**src/rtl/element_row_accumulator_pkg.sv**
```systemverilog
// Shared types and defaults for the element row accumulator.
// Holds the FSM state encoding and the default geometry.
package element_row_accumulator_pkg;
    typedef enum logic {
        ACC  = 1'b0,
        HOLD = 1'b1
    } state_t;

    localparam int DEF_SUM_W   = 16;
    localparam int DEF_ROW_LEN = 4;
    localparam int DEF_IDX_W   = 4;
endpackage

```
**src/rtl/element_acc_reg.sv**
```systemverilog
// SUM_W-bit accumulator with carry-out into a sticky overflow flag; clear beats enable.
// Latency: one cycle per update; no flow control of its own.
// Backpressure: none; the caller gates en.
module element_acc_reg #(
    parameter int SUM_W = 16
) (
    input  logic             clk,
    input  logic             rst_n,
    input  logic             clr,
    input  logic             en,
    input  logic [SUM_W-1:0] din,
    output logic [SUM_W-1:0] sum_nxt,
    output logic             ovf_nxt
);
    logic [SUM_W-1:0] acc;
    logic             ovf;
    logic [SUM_W:0]   wide;

    assign wide    = {1'b0, acc} + {1'b0, din};
    assign sum_nxt = wide[SUM_W-1:0];
    assign ovf_nxt = ovf | wide[SUM_W];

    always_ff @(posedge clk or negedge rst_n) begin
        if (!rst_n) begin
            acc <= '0;
            ovf <= 1'b0;
        end else if (clr) begin
            acc <= '0;
            ovf <= 1'b0;
        end else if (en) begin
            acc <= sum_nxt;
            ovf <= ovf_nxt;
        end
    end
endmodule

```
**src/rtl/element_row_accumulator.sv**
```systemverilog
// Sums ROW_LEN element sums into a row total, reported with a valid/ready handshake.
// Latency: row result valid the cycle after its last element is accepted.
// Backpressure: in_ready drops while a row result waits for out_ready.
module element_row_accumulator
    import element_row_accumulator_pkg::*;
#(
    parameter int ROW_LEN = DEF_ROW_LEN,
    parameter int SUM_W   = DEF_SUM_W,
    parameter int IDX_W   = DEF_IDX_W
) (
    input  logic             clk,
    input  logic             rst_n,
    input  logic             in_valid,
    output logic             in_ready,
    input  logic [SUM_W-1:0] in_sum,
    input  logic             flush,
    output logic             out_valid,
    input  logic             out_ready,
    output logic [SUM_W-1:0] out_row_sum,
    output logic [IDX_W-1:0] out_row_idx,
    output logic             out_ovf
);
    localparam int CNT_W = (ROW_LEN > 1) ? $clog2(ROW_LEN) : 1;
    localparam logic [CNT_W-1:0] LAST = CNT_W'(ROW_LEN - 1);

    state_t           state;
    logic [CNT_W-1:0] elem_cnt;
    logic [IDX_W-1:0] row_idx;
    logic             accept;
    logic             out_fire;
    logic             acc_clr;
    logic             acc_en;
    logic [SUM_W-1:0] sum_nxt;
    logic             ovf_nxt;

    assign in_ready = (state == ACC);
    assign accept   = in_valid && in_ready;
    assign out_fire = (state == HOLD) && out_valid && out_ready;
    // Flush wins over a same-cycle element; a held row cannot be flushed.
    assign acc_clr  = ((state == ACC) && flush) || out_fire;
    assign acc_en   = accept && !flush;

    element_acc_reg #(.SUM_W(SUM_W)) u_acc (
        .clk     (clk),
        .rst_n   (rst_n),
        .clr     (acc_clr),
        .en      (acc_en),
        .din     (in_sum),
        .sum_nxt (sum_nxt),
        .ovf_nxt (ovf_nxt)
    );

    always_ff @(posedge clk or negedge rst_n) begin
        if (!rst_n) begin
            state       <= ACC;
            elem_cnt    <= '0;
            row_idx     <= '0;
            out_valid   <= 1'b0;
            out_row_sum <= '0;
            out_row_idx <= '0;
            out_ovf     <= 1'b0;
        end else if (state == ACC) begin
            if (flush) begin
                elem_cnt <= '0;
            end else if (accept) begin
                elem_cnt <= elem_cnt + 1'b1;
                if (elem_cnt == LAST) begin
                    out_row_sum <= sum_nxt;
                    out_ovf     <= ovf_nxt;
                    out_row_idx <= row_idx;
                    out_valid   <= 1'b1;
                    state       <= HOLD;
                end
            end
        end else if (out_fire) begin
            out_valid <= 1'b0;
            elem_cnt  <= '0;
            row_idx   <= row_idx + 1'b1;
            state     <= ACC;
        end
    end
endmodule

```
**config.mk**
```make
export PLATFORM = sky130hd
export DESIGN_NAME = element_row_accumulator
export DESIGN_NICKNAME = d
export VERILOG_FILES = /design/src/rtl/element_row_accumulator_pkg.sv /design/src/rtl/element_acc_reg.sv /design/src/rtl/element_row_accumulator.sv
export SDC_FILE = /design/constraint.sdc
export NUM_CORES = 1
export LEC_CHECK = 0
export CAP_MARGIN = 20
export CORE_ASPECT_RATIO = 0.75
export CORE_MARGIN = 2
export CORE_UTILIZATION = 57
export DETAILED_ROUTE_END_ITERATION = 12
export DONT_BUFFER_PORTS = 1
export PLACE_DENSITY = 0.8
export SLEW_MARGIN = 20
export SYNTH_ARGS = -nofsm -noshare
export SYNTH_HDL_FRONTEND = slang
export SYNTH_SLANG_ARGS = --single-unit
export TNS_END_PERCENT = 10
```
**constraint.sdc**
```tcl
create_clock -name clk -period 2.2 [get_ports clk]
set_clock_uncertainty 0.05 [all_clocks]
set_input_delay 0.44 -clock clk [delete_from_list [all_inputs] [get_ports clk]]
set_output_delay 0.44 -clock clk [all_outputs]
set_load 0.005 [all_outputs]
```
==> impl_metrics.tcl <==
set metrics [dict create \
    grtUsageMet1_pct 33.1 \
    synth_area_leaders "dfrtp_1 (46%), ha_1 (8.9%), mux2_2 (6.2%), nand2_1 (4.5%), xnor2_1 (3.8%)" \
    yosysWarnings 0 \
    cts_buffers 5 \
    synth.avg_cell_area_um2 10.6 \
    grt_usage_pct 23.8 \
    die-area_um2 4990 \
    clock-sinks 46 \
    grt_pass1_vias 1880 \
    rsz0062_at_grt "true" \
    synth-async-reset-ratio_pct 100 \
    viasPerCell 6.00 \
    synthXorXnorAreaFrac_pct 4.85 \
    crit_type "reg2reg" \
    diodes 0 \
    path_max_fanout 3 \
    gp_congestion 0.905 \
    report.final.slew_viol_count 0 \
    synth_flop_cell "dfrtp_1" \
    yosys.area_share.simple_pct 10.7 \
    grt_util_met3_pct 7.33 \
    placementRows 20 \
    multi_input_area_um2 1370 \
    ios 44 \
    antenna_found_initial 0 \
    cpPeakStageDelay_ns 0.41 \
    clk_pin_slew_worst_paths_ns 0.09 \
    ys_seq_area_share_pct 45.5 \
    hold_viol_final 0 \
    cp-end-kind "flop" \
    synthMuxAreaShare_pct 7.67 \
    drive_gt1_share_pct 21.7 \
    synth_compound_area_share_pct 19.1 \
    yosysTopAreaCellShare_pct 45.5 \
    start_kind "flop" \
    synth.distinct_cells 47 \
    antenna_left 0 \
    synth_area_leader_cell "dfrtp_1" \
    status "completed" \
    synth-edff-count 0 \
    grt_pass1_wl_um 8780 \
    hpwl_um 3690 \
    fillers 328 \
    ys_ff_latch 46 \
    crit_arrival_ns 2.38 \
    critPathSlowestCell "dfrtp_1" \
    use_met2_pct 36.1 \
    insertion_delay_ns 0.31 \
    grt_max_degree 47 \
    syn_nets 278 \
    min_period_over_period_pct 99.8 \
    syn_area_um2 2530 \
    first_pass_iters 4 \
    cp.required_ns 2.39 \
    fin_nets 292 \
    cts-root-buf "clkbuf_8" \
    die_y_um 61.7 \
    r2r_setup_slack_ns 0.004 \
    cp_cell_sequence "ha_4 > fa_2 > a21o_1 > a31oi_4 > nor2_2 > a22o_4 > mux2_4 > o21ai_2" \
    tns_ns 0 \
    synth_top_family_by_area "compound AO/OA/AOI/OAI gates" \
    finalCriticalPeriod_ns 2.20 \
    slew_headroom_pct 70.8 \
    hp-class "in2reg" \
    fmax_mhz 455 \
    finalSetupViolCount 0 \
    synth_cells 238 \
    yosysMostFrequentCell "dfrtp_1" \
    busiest_layer "met2" \
    cts.path.max_buffers 2 \
    whs_ns 0.172 \
    num_vias 1848 \
    core-area_um2 4150 \
    htree_levels 2 \
    syn_to_final_growth_pct 12.3 \
    cts_tree "yes" \
    place.port_buffers 0 \
    wl_um 5230 \
    leakagePower_uw 0.00136 \
    die_w_um 80.9 \
    initial_core_util_pct 60.8 \
    overflow 0 \
    ys_top_cells_by_count "dfrtp_1 (46), nand2_1 (30), ha_1 (18)" \
    ir_drop_uv 835 \
    power.density_nw_per_um2 1250 \
    ff_latch_area_um2 1150 \
    drtIter0Drc 125 \
    drc 0 \
    cap_violations 0 \
    wire_per_inst_um 17.0 \
    worstMarginPinSlew_ns 0.434 \
    yosys.area_share.adder_pct 9.70 \
]
==> sequential cells by signal, indices dropped and copies added, names as in the netlist <==
name         cells
row_idx          4
state            1
out_row_sum     16
out_valid        1
out_row_idx      4
u_acc.acc       16
elem_cnt         2
u_acc.ovf        1
out_ovf          1
==> placed cells by master, fill, tap and decap left out, types with 3 or more instances in the layout <==
cell / count
o21ai_0: 15
nor2_1: 5
buf_4: 15
nand3_1: 6
inv_1: 3
clkbuf_8: 5
nand2_1: 30
o31ai_1: 3
xor2_1: 3
mux2_2: 14
xnor2_1: 11
nand4_1: 4
a21o_1: 5
a211oi_1: 3
a22o_1: 8
a21oi_1: 13
a31oi_1: 3
dfrtp_1: 46
o21ai_1: 3
a21oi_2: 4
ha_1: 17
==> power by group <==
group,switching [uW],internal (uW)
sequential,239,1160
combinational,866,769
clock,297,223
total,1400,2150
==> cell families after synthesis <==
group / count (synthesis)
AND/OR/NAND/NOR: 58
XOR/XNOR: 14
multiplexers: 17
buffers and inverters: 13
AO/OA/AOI/OAI: 71
adder cells (fa/ha/maj): 19
flip-flops: 46
==> area by class of cell <==
type / count / share of cell area (%)
Multi-Input combinational cell: 179 / 48.1
Sequential cell: 46 / 40.6
Timing Repair Buffer: 17 / 5.29
Clock buffer: 5 / 2.43
Tap cell: 55 / 2.43
Clock inverter: 3 / 0.750
Inverter: 3 / 0.397
==> worst paths after layout <==
kind	end	depth (start not counted)	start
max	u_acc.acc[14]$_DFFE_PN0P_	8	u_acc.acc[0]$_DFFE_PN0P_
min	out_valid$_DFFE_PN0P_	1	out_ready
max reg2reg	u_acc.acc[14]$_DFFE_PN0P_	8	u_acc.acc[0]$_DFFE_PN0P_
min reg2reg	row_idx[3]$_DFFE_PN0P_	1	row_idx[3]$_DFFE_PN0P_
max in group asynchronous	out_row_idx[3]$_DFFE_PN0P_	2	rst_n
min in group asynchronous	out_row_sum[1]$_DFFE_PN0P_	2	rst_n
==> timing repair <==
item / in CTS / in global routing
hold buffers: 2 / 0
resized for setup: 0 / 7
setup endpoints to repair: 7 / 19
endpoints found under the hold margin: 46 / 0
pin swaps: 5 / 6
setup buffers: 3 / 1
cloned: 0 / 0
==> stage by stage <==
step | instance area (um^2) | utilization (%) | total power, uW | cells | worst slack, ns
floorplan | 2540 | - | 2530 | 238 | -0.00526
global placement | 2650 | 63.8 | 2860 | 294 | -0.0768
detailed placement | 2650 | 63.8 | 2900 | 294 | -0.104
CTS | 2800 | 67.4 | 3490 | 307 | -0.0273
global route | 2840 | 68.3 | 3840 | 308 | -0.0685
finish | 2840 | 68.3 | 3550 | 308 | 0.00421
==> worst max-delay path, delay by kind of cell, from the launching register on <==
kind,cells,cell delay (ns)
adders and majority gates,2,0.51
AOI/OAI and AO/OA,4,0.75
and+or+nand+nor,1,0.08
muxes,1,0.32
DFF,1,0.41
==> layer usage <==
metal | wire length (um) | share of wire, % | up-vias
met2 | 2230 | 43 | 71
met3 | 387 | 7.4 | 12
met5 | 0 | 0 | -
met1 | 2520 | 48 | 861
met4 | 86 | 1.6 | 0
li1 | - | - | 904
Power figures use the tool's default switching activity.
